==> config.mk <==
export PLATFORM = sky130hd
export DESIGN_NAME = core_sequencer_flat
export DESIGN_NICKNAME = d
export VERILOG_FILES = /design/src/rtl/riscuinho_pkg.sv /design/src/rtl/core_sequencer_if.sv /design/src/rtl/seq_op_class.sv /design/src/rtl/core_sequencer.sv /design/src/flat_wrapper.sv
export SDC_FILE = /design/constraint.sdc
export NUM_CORES = 1
export LEC_CHECK = 0
export ABC_AREA = 1
export BUFFER_PORTS_ARGS = -buffer_cell sky130_fd_sc_hd__clkbuf_2
export CAP_MARGIN = 25
export CORE_MARGIN = 2
export CORE_UTILIZATION = 47
export CTS_CLUSTER_SIZE = 20
export DETAILED_ROUTE_END_ITERATION = 12
export PLACE_DENSITY = 0.78
export SYNTH_ARGS = -nofsm -noshare
export SYNTH_HDL_FRONTEND = slang
export SYNTH_HIERARCHICAL = 1
export SYNTH_SLANG_ARGS = --single-unit
==> constraint.sdc <==
create_clock -name clk -period 1.6 [get_ports clk]
set_clock_uncertainty 0.2 [all_clocks]
set_input_delay 0.08 -clock clk [delete_from_list [all_inputs] [get_ports clk]]
set_output_delay 0.08 -clock clk [all_outputs]
set_load 0.02 [all_outputs]
==> src/rtl/riscuinho_pkg.sv <==
// Shared definitions for the multi-cycle core sequencer: RV32I opcodes, FSM state
// codes, register write-back source selects and opcode classes (ILLEGAL_TRAP_EN adds TRAP).
package riscuinho_pkg;

    localparam logic [6:0] OPC_LOAD     = 7'b0000011;
    localparam logic [6:0] OPC_MISC_MEM = 7'b0001111;
    localparam logic [6:0] OPC_OP_IMM   = 7'b0010011;
    localparam logic [6:0] OPC_AUIPC    = 7'b0010111;
    localparam logic [6:0] OPC_STORE    = 7'b0100011;
    localparam logic [6:0] OPC_OP       = 7'b0110011;
    localparam logic [6:0] OPC_LUI      = 7'b0110111;
    localparam logic [6:0] OPC_BRANCH   = 7'b1100011;
    localparam logic [6:0] OPC_JALR     = 7'b1100111;
    localparam logic [6:0] OPC_JAL      = 7'b1101111;
    localparam logic [6:0] OPC_SYSTEM   = 7'b1110011;

    localparam logic [1:0] RDS_ALU = 2'b00;
    localparam logic [1:0] RDS_MEM = 2'b01;
    localparam logic [1:0] RDS_PC4 = 2'b10;
    localparam logic [1:0] RDS_IMM = 2'b11;

    typedef enum logic [2:0] {
        ST_FETCH  = 3'd0,
        ST_DECODE = 3'd1,
        ST_EXEC   = 3'd2,
        ST_MEM    = 3'd3,
        ST_WB     = 3'd4
`ifdef ILLEGAL_TRAP_EN
        , ST_TRAP = 3'd5
`endif
    } state_e;

    typedef enum logic [3:0] {
        CLS_OP,
        CLS_OP_IMM,
        CLS_LOAD,
        CLS_STORE,
        CLS_BRANCH,
        CLS_JAL,
        CLS_JALR,
        CLS_LUI,
        CLS_AUIPC,
        CLS_MISC_MEM,
        CLS_SYSTEM,
        CLS_ILLEGAL
    } op_class_e;

    function automatic logic [1:0] rd_src_of(op_class_e cls);
        case (cls)
            CLS_LOAD:           rd_src_of = RDS_MEM;
            CLS_JAL, CLS_JALR:  rd_src_of = RDS_PC4;
            CLS_LUI:            rd_src_of = RDS_IMM;
            default:            rd_src_of = RDS_ALU;
        endcase
    endfunction

    function automatic logic writes_rd(op_class_e cls);
        case (cls)
            CLS_OP, CLS_OP_IMM, CLS_LOAD, CLS_LUI,
            CLS_AUIPC, CLS_JAL, CLS_JALR: writes_rd = 1'b1;
            default:                      writes_rd = 1'b0;
        endcase
    endfunction

endpackage

==> src/rtl/core_sequencer_if.sv <==
// Instruction- and data-memory request/acknowledge signals of the core sequencer.
// Handshake: a req is held high until the matching ack is seen in the same cycle; ack without req is ignored.
interface core_sequencer_if;
    logic imem_req;
    logic imem_ack;
    logic dmem_req;
    logic dmem_we;
    logic dmem_ack;

    modport master (
        output imem_req, dmem_req, dmem_we,
        input  imem_ack, dmem_ack
    );

    modport slave (
        input  imem_req, dmem_req, dmem_we,
        output imem_ack, dmem_ack
    );
endinterface

==> src/rtl/seq_op_class.sv <==
// Combinational opcode classifier: maps instr[6:0] to an opcode class and a legal flag.
module seq_op_class
    import riscuinho_pkg::*;
(
    input  logic [6:0] opcode,
    output op_class_e  op_class,
    output logic       legal
);

    always_comb begin
        op_class = CLS_ILLEGAL;
        legal    = 1'b1;
        case (opcode)
            OPC_OP:       op_class = CLS_OP;
            OPC_OP_IMM:   op_class = CLS_OP_IMM;
            OPC_LOAD:     op_class = CLS_LOAD;
            OPC_STORE:    op_class = CLS_STORE;
            OPC_BRANCH:   op_class = CLS_BRANCH;
            OPC_JAL:      op_class = CLS_JAL;
            OPC_JALR:     op_class = CLS_JALR;
            OPC_LUI:      op_class = CLS_LUI;
            OPC_AUIPC:    op_class = CLS_AUIPC;
            OPC_MISC_MEM: op_class = CLS_MISC_MEM;
            OPC_SYSTEM:   op_class = CLS_SYSTEM;
            default:      legal    = 1'b0;
        endcase
    end

endmodule

==> src/rtl/core_sequencer.sv <==
// Multi-cycle FETCH/DECODE/EXEC/MEM/WB control sequencer for a small RV32I core.
// Define ILLEGAL_TRAP_EN to send unknown opcodes to a sticky TRAP state instead of retiring them as NOPs.
module core_sequencer
    import riscuinho_pkg::*;
(
    input  logic              clk,
    input  logic              reset,
    input  logic [6:0]        opcode,
    input  logic [4:0]        rd_sel,
    input  logic              branch_taken,
    core_sequencer_if.master  bus,
    output logic              ir_we,
    output logic              pc_we,
    output logic              pc_src,
    output logic              rf_we,
    output logic [1:0]        rd_data_sel,
    output logic              instret,
    output logic [2:0]        state_dbg,
    output logic              trap
);

    state_e    state, state_nx;
    op_class_e cls_q;
    op_class_e cls_d;
    logic      legal_d;
    logic      rd_nz_q;
    logic      run_q;
    logic      imem_req, dmem_req, dmem_we;

    seq_op_class u_op_class (
        .opcode   (opcode),
        .op_class (cls_d),
        .legal    (legal_d)
    );

`ifndef ILLEGAL_TRAP_EN
    logic unused_legal;
    assign unused_legal = legal_d;
`endif

    // run_q stays low for the first cycle out of reset so every output is 0 while reset is held.
    always_ff @(posedge clk) begin
        if (reset) begin
            state   <= ST_FETCH;
            cls_q   <= CLS_OP;
            rd_nz_q <= 1'b0;
            run_q   <= 1'b0;
        end else begin
            state <= state_nx;
            run_q <= 1'b1;
            if (state == ST_DECODE) begin
                cls_q   <= cls_d;
                rd_nz_q <= |rd_sel;
            end
        end
    end

    always_comb begin
        state_nx    = state;
        imem_req    = 1'b0;
        dmem_req    = 1'b0;
        dmem_we     = 1'b0;
        ir_we       = 1'b0;
        pc_we       = 1'b0;
        pc_src      = 1'b0;
        rf_we       = 1'b0;
        rd_data_sel = RDS_ALU;
        instret     = 1'b0;
        trap        = 1'b0;
        if (run_q) begin
            case (state)
                ST_FETCH: begin
                    imem_req = 1'b1;
                    if (bus.imem_ack) begin
                        ir_we    = 1'b1;
                        state_nx = ST_DECODE;
                    end
                end
                ST_DECODE: begin
`ifdef ILLEGAL_TRAP_EN
                    state_nx = legal_d ? ST_EXEC : ST_TRAP;
`else
                    state_nx = ST_EXEC;
`endif
                end
                ST_EXEC: begin
                    rd_data_sel = rd_src_of(cls_q);
                    state_nx    = (cls_q == CLS_LOAD || cls_q == CLS_STORE) ? ST_MEM : ST_WB;
                end
                ST_MEM: begin
                    rd_data_sel = rd_src_of(cls_q);
                    dmem_req    = 1'b1;
                    dmem_we     = (cls_q == CLS_STORE);
                    if (bus.dmem_ack) state_nx = ST_WB;
                end
                ST_WB: begin
                    rd_data_sel = rd_src_of(cls_q);
                    pc_we       = 1'b1;
                    instret     = 1'b1;
                    rf_we       = writes_rd(cls_q) && rd_nz_q;
                    // Branch outcome is taken live here; the comparator result is valid in WB.
                    case (cls_q)
                        CLS_JAL, CLS_JALR: pc_src = 1'b1;
                        CLS_BRANCH:        pc_src = branch_taken;
                        default:           pc_src = 1'b0;
                    endcase
                    state_nx = ST_FETCH;
                end
`ifdef ILLEGAL_TRAP_EN
                ST_TRAP: begin
                    trap = 1'b1;
                end
`endif
                default: state_nx = ST_FETCH;
            endcase
        end
    end

    assign bus.imem_req = imem_req;
    assign bus.dmem_req = dmem_req;
    assign bus.dmem_we  = dmem_we;
    assign state_dbg    = state;

endmodule

==> src/flat_wrapper.sv <==
// flat-port wrapper written by rule: the top's interface ports become plain ports
module core_sequencer_flat import riscuinho_pkg::*;
  (clk, reset, opcode, rd_sel, branch_taken, ir_we, pc_we, pc_src, rf_we, rd_data_sel, instret, state_dbg, trap, bus_imem_req, bus_dmem_req, bus_dmem_we, bus_imem_ack, bus_dmem_ack);
  core_sequencer_if bus_i ();
  input  logic clk;
  input  logic reset;
  input  logic [6:0] opcode;
  input  logic [4:0] rd_sel;
  input  logic branch_taken;
  output logic ir_we;
  output logic pc_we;
  output logic pc_src;
  output logic rf_we;
  output logic [1:0] rd_data_sel;
  output logic instret;
  output logic [2:0] state_dbg;
  output logic trap;
  output wire logic [$bits(bus_i.imem_req)-1:0] bus_imem_req;
  output wire logic [$bits(bus_i.dmem_req)-1:0] bus_dmem_req;
  output wire logic [$bits(bus_i.dmem_we)-1:0] bus_dmem_we;
  input wire logic [$bits(bus_i.imem_ack)-1:0] bus_imem_ack;
  input wire logic [$bits(bus_i.dmem_ack)-1:0] bus_dmem_ack;
  assign bus_imem_req = bus_i.imem_req;
  assign bus_dmem_req = bus_i.dmem_req;
  assign bus_dmem_we = bus_i.dmem_we;
  assign bus_i.imem_ack = bus_imem_ack;
  assign bus_i.dmem_ack = bus_dmem_ack;
  core_sequencer u_core (.clk(clk), .reset(reset), .opcode(opcode), .rd_sel(rd_sel), .branch_taken(branch_taken), .bus(bus_i), .ir_we(ir_we), .pc_we(pc_we), .pc_src(pc_src), .rf_we(rf_we), .rd_data_sel(rd_data_sel), .instret(instret), .state_dbg(state_dbg), .trap(trap));
endmodule
# [Word level (Yosys, flattened, before mapping)]
# Index checks and enable logic that the tools add are counted.
[classes] muxes=28 n_reduce_logical=9 eq_ne=25
[ops] cell="4-bit one-hot mux with 11 select lines" count=1
[ops] cell="7-bit == test (second input constant)" count=4
[ops] cell="7-bit by 6-bit == test with 1-bit output (second input constant)" count=3
[ops] cell="1-bit 2-to-1 mux" count=19
[ops] cell="4-bit by 3-bit == test with 1-bit output (second input constant)" count=4
[ops] cell="7-bit by 5-bit == test with 1-bit output (second input constant)" count=2
[ops] cell="3-bit one-hot mux with 4 select lines" count=1
[ops] cell="3-bit 2-to-1 mux" count=3
[ops] cell="4-bit by 2-bit == test with 1-bit output (second input constant)" count=2
[ops] cell="7-bit by 2-bit == test with 1-bit output (second input constant)" count=1
[ops] cell="7-bit by 4-bit == test with 1-bit output (second input constant)" count=1
[ops] cell="7-bit OR reduction" count=1
[ops] cell="3-bit by 2-bit == test with 1-bit output (second input constant)" count=2
[ops] cell="2-bit one-hot mux with 3 select lines" count=1
[ops] cell="5-bit OR reduction" count=1
[ops] cell="4-bit by 1-bit == test with 1-bit output (second input constant)" count=1
[ops] cell="4-bit == test (second input constant)" count=1
[ops] cell="4-bit logical NOT" count=1
[ops] cell="2-bit 2-to-1 mux" count=2
[ops] cell="2-bit inequality test (second input constant)" count=2
[ops] cell="3-bit by 1-bit == test with 1-bit output (second input constant)" count=1
[ops] cell="3-bit == test (second input constant)" count=1
[ops] cell="3-bit logical NOT" count=1
[ops] cell="3-bit AND reduction" count=1
[ops] cell="other kinds (5)" count=5
[totals] input_bits=17 reg_bits=9 elab_cells=66 out_inout_bits=14

# [Depth between registers and ports, before layout]
[depth] ltp_word=8 mapped_depth=10

# [Cells and area by module]
# The synthesis kept the hierarchy.
[by_module_without_submodules] module="core_sequencer" seq_area_each_um2=180.2 n_inst=1 area_per_inst_um2=593.1 cells_each=92
[by_module_without_submodules] module="seq_op_class" seq_area_each_um2=0.0 n_inst=1 area_per_inst_um2=197.7 cells_each=45

# [Worst setup path before layout]
# OpenSTA, ideal clock, no wires.
[synth_timing] path_type="reg2out" start="reg u_core.state[1], in the netlist u_core/state_dbg[1]" end="out bus_dmem_we" required_ns=1.320 arrival_ns=1.315 path_stages_with_launch=3 setup_slack_ns=0.005 path_cell_list="dfxtp_1 > nand3_1 > nor4_1"
[synth_via] elab_chain_cells=3
[synth_lines] element="start, declared" line_no="core_sequencer.sv:22" source="state_e state, state_nx;"
[synth_lines] element="start signal, assigned" line_no="core_sequencer.sv:49" source="state <= state_nx;"
[synth_lines] element="3-bit by 2-bit == test with 1-bit output" line_no="core_sequencer.sv:71" source="case (state)"
[synth_lines] element="1-bit 2-to-1 mux" line_no="core_sequencer.sv:71"
[synth_lines] element="1-bit 2-to-1 mux" line_no="core_sequencer.sv:70" source="if (run_q) begin"
[synth_lines] element="end, declared" line_no="flat_wrapper.sv:20" source="output wire logic [$bits(bus_i.dmem_we)-1:0] bus_dmem_we;"
# No other way between the ends.

# [Worst setup path in the final report]
[layout_timing] start="reg u_core.state[1], in the netlist u_core/state_dbg[1]" end="out rd_data_sel[0]"
[layout_via] elab_chain_cells=4 elab_cells_between_ends=6
[layout_lines] element="3-bit by 2-bit == test with 1-bit output / 3-bit == test (equally long branches)" line_no="core_sequencer.sv:71"
[layout_lines] element="3-bit OR reduction (no line) (*)"
[layout_lines] element="2-bit 2-to-1 mux (*)"
[layout_lines] element="2-bit 2-to-1 mux (*)" line_no="core_sequencer.sv:70"
[layout_lines] element="end, declared" line_no="flat_wrapper.sv:14" source="output logic [1:0] rd_data_sel;"
# Mark *: on every way between the ends. The rest lies on a longest branch, timed or not.

==> results_tabular.tex <==
\begin{tabular}{lr}
\hline
Metric & Value \\
\hline
\multicolumn{2}{l}{\textbf{Synthesis}} \\
\quad Most instantiated library cell after synthesis & sky130\_fd\_sc\_hd\_\_nand2\_1 \\
\quad Share of flip-flops with an asynchronous set or reset after synthesis & 0\% \\
\quad EDFF count, synth & 0 \\
\quad Number of instances in the synthesized netlist & 137 \\
\quad Area contributors post-synth & sky130\_fd\_sc\_hd\_\_dfxtp\_1, sky130\_fd\_sc\_hd\_\_nand2\_1, sky130\_fd\_sc\_hd\_\_nor2\_1, sky130\_fd\_sc\_hd\_\_inv\_1, sky130\_fd\_sc\_hd\_\_nor2\_2 \\
\quad Yosys synthesis warning count & 6 \\
\quad Synth Area per Inst & 5.772 µm² \\
\quad Cell type contributing the most total cell area after synthesis & sky130\_fd\_sc\_hd\_\_dfxtp\_1 \\
\quad FF+latch count, synth & 9 \\
\quad Post-synthesis net count & 154 \\
\quad Mapped cell area & 790.8 µm² \\
\quad Top\_reg\_cell synth & sky130\_fd\_sc\_hd\_\_dfxtp\_1 \\
\quad Sequential element share of the synthesized area & 22.78\% \\
\quad Commonest cells in the synthesized netlist & sky130\_fd\_sc\_hd\_\_nand2\_1, sky130\_fd\_sc\_hd\_\_nor2\_1, sky130\_fd\_sc\_hd\_\_inv\_1 \\
\quad Synth cell types & 27 \\
\quad Area share of the leading cell type in the synthesized netlist & 22.78\% \\
\multicolumn{2}{l}{\textbf{Job}} \\
\quad Max-cap viol count & 0 \\
\multicolumn{2}{l}{\textbf{Power and ir drop}} \\
\quad Power Dens Cells & 684.6 nW/µm² \\
\quad Total power consumption of the routed design & 0.7478 mW \\
\quad Leak pwr & 0.5765 nW \\
\quad IR Drop Worst-Case VDD & 415.4 µV \\
\multicolumn{2}{l}{\textbf{Finish}} \\
\quad Area growth syn-to-layout & 38.13\% \\
\quad Fraction of final layout cells with drive strength greater than 1 & 40.57\% \\
\quad Fin nets & 193 \\
\quad Final standard cell utilization of the core & 70.86\% \\
\quad Cell area after layout & 1092 µm² \\
\quad Ant diodes & 0 \\
\multicolumn{2}{l}{\textbf{Drt}} \\
\quad DR vias & 928 \\
\quad Antenna Nets Post-Route & 0 \\
\quad Drt pass-1 iters & 4 \\
\quad Routed wirelength normalized by instance count & 9.859 µm \\
\quad Ratio of routed vias to standard cells & 4.859 \\
\quad Aggregate routed wire length & 1883 µm \\
\quad Initial detailed-routing violation count & 13 \\
\quad Residual DRC count & 0 \\
\multicolumn{2}{l}{\textbf{Critical path}} \\
\quad CP Max Fanout & 6 \\
\quad Data arrival time at the worst-slack endpoint & 1270 ps \\
\quad Kind of start point of the critical path & flip-flop \\
\quad Critical Path RT & 1320 ps \\
\quad Critical path class & reg -> out \\
\quad Type of destination of the critical path & primary output \\
\multicolumn{2}{l}{\textbf{Placed design}} \\
\quad Cell Area, Placed & 940.9 µm² \\
\quad Routability congestion estimate from global placement & 0.7959 \\
\quad I/O Buffers & 29 \\
\quad DP Wirelength & 1513 µm \\
\multicolumn{2}{l}{\textbf{Status}} \\
\quad Result of the run & finished clean \\
\multicolumn{2}{l}{\textbf{Die}} \\
\quad Area inside the core boundary & 1541 µm² \\
\quad Die extent in x & 45.02 µm \\
\quad Initial Util & 51.30\% \\
\quad Number of rows created at floorplan & 14 \\
\quad Die Ht & 45.02 µm \\
\quad Full die area & 2026 µm² \\
\quad Total I/O pin count & 31 \\
\multicolumn{2}{l}{\textbf{STA}} \\
\quad Setup-violating endpoint count in the final report & 0 \\
\quad Final critical-path required period & 1555 ps \\
\quad Final count of hold timing violations & 0 \\
\quad Peak clock frequency supported by timing & 643.2 MHz \\
\quad Setup repair after global routing missed its margin & yes \\
\quad Final Cycle Share & 97.17\% \\
\quad Max-slew violation count & 0 \\
\multicolumn{2}{l}{\textbf{GRT}} \\
\quad Overflow after GRT & 0 \\
\quad Total track usage & 22.18\% \\
\quad Antenna violations before repair & 0 \\
\quad Pin count of the biggest net entering global routing & 11 \\
\quad Via count of the first global-routing pass & 849 \\
\quad Global-route wire length before repair & 3312 µm \\
\multicolumn{2}{l}{\textbf{Clocking}} \\
\quad Maximum clock insertion buffer count & 2 \\
\quad Worst-Skew Late Latency & 260 ps \\
\quad \# H-tree levels & 1 \\
\quad TritonCTS buffer count & 3 \\
\quad Sink count of the clock tree & 9 \\
\quad Clock tree from TritonCTS & built \\
\quad Clock-pin transition on the worst setup and hold timing paths & 60 ps \\
\quad Root buffer selected by CTS & sky130\_fd\_sc\_hd\_\_clkbuf\_4 \\
\multicolumn{2}{l}{\textbf{Hold path}} \\
\quad Hold/Removal Path Class & in -> reg \\
\hline
\end{tabular}
-- cell type report --
class	instances	area (µm²)
flip-flops and latches	9	192.7
inverters	21	81.33
repair buffers	36	236.5
multi-input cells	105	535.5
fillers	142	449.2
clock buffers	4	26.28
well taps	16	20.02
-- state kept, by name, indices dropped and copies added (netlist names) --
| signal | cells |
|---|---|
| u_core/cls_q | 4 |
| u_core/state_dbg | 3 |
| u_core/rd_nz_q | 1 |
| u_core/run_q | 1 |
-- timing repair --
item,CTS,global route
hold buffers,6,0
pin swaps,2,4
resized for setup,10,19
hold endpoints to repair,2,0
cloned,0,0
endpoints found under the setup margin,7,6
setup buffers,1,0
-- cells by family after synthesis --
| kind of cell | synth area share, % |
|---|---|
| compound gates | 11.71 |
| buf+inv | 11.87 |
| flops | 22.78 |
| other cells | 0.4742 |
| simple gates | 53.17 |
-- per-stage QoR --
| stage | TNS [ps] | instances | setup WS, ps | hold WS, ps |
|---|---|---|---|---|
| after global routing | -164.3 | 191 | -55.62 | 150.1 |
| final | 0 | 191 | 45.21 | 134.6 |
| after detailed placement | 0 | 180 | 159.7 | 164.9 |
| after global placement | 0 | 180 | 246.7 | 163.2 |
| after CTS | -54.40 | 191 | -20.91 | 125.4 |
| after floorplan | 0 | 137 | 5.109 | 15.96 |
-- report_power, final --
group          leakage, nW  switching, mW  internal, mW
clock               0.0150         0.0781        0.0961
sequential          0.0772         0.0310         0.255
combinational        0.484          0.180         0.107
-- worst max-delay path, stage by stage (launching register included) --
cell                       delay [ps]
sky130_fd_sc_hd__dfxtp_4          370
sky130_fd_sc_hd__nor3_4           230
sky130_fd_sc_hd__nand2_2          110
sky130_fd_sc_hd__o21ai_2           70
sky130_fd_sc_hd__nand2_1           60
sky130_fd_sc_hd__inv_1             60
sky130_fd_sc_hd__clkbuf_8         130
-- placed cells by master, fill, tap and decap left out, types with 2 or more instances in the layout --
cell	count
sky130_fd_sc_hd__nand2_1	30
sky130_fd_sc_hd__nor2_1	26
sky130_fd_sc_hd__clkbuf_2	24
sky130_fd_sc_hd__inv_1	11
sky130_fd_sc_hd__inv_2	8
sky130_fd_sc_hd__nor2_2	8
sky130_fd_sc_hd__dfxtp_2	7
sky130_fd_sc_hd__dlygate4sd3_1	6
sky130_fd_sc_hd__o21ai_1	6
sky130_fd_sc_hd__nand2_2	5
sky130_fd_sc_hd__nand3_1	5
sky130_fd_sc_hd__a21oi_1	5
sky130_fd_sc_hd__clkbuf_4	3
sky130_fd_sc_hd__buf_4	3
sky130_fd_sc_hd__o21ai_0	3
sky130_fd_sc_hd__nor3_1	3
sky130_fd_sc_hd__nand3_2	2
-- metal layers --
metal	vias up	share of wire, %	global-route usage (%)
met4	0	0	8.824
met2	18	53	41.43
met3	0	3.5	4.800
met1	402	43	23.77
met5	-	0	0
li1	508	-	-
-- worst paths after layout --
check,startpoint,to,slack (ps),cells after the start
max,u_core/state_dbg[1]$_SDFFE_PP0P_,rd_data_sel[0],50,6
min reg2reg,u_core/cls_q[0]$_SDFFE_PP0N_,u_core/cls_q[0]$_SDFFE_PP0N_,280,2
max reg2reg,u_core/state_dbg[0]$_SDFFE_PP0P_,u_core/state_dbg[0]$_SDFFE_PP0P_,330,7
min,bus_dmem_ack,u_core/state_dbg[1]$_SDFFE_PP0P_,130,6
Power figures use the tool's default switching activity.
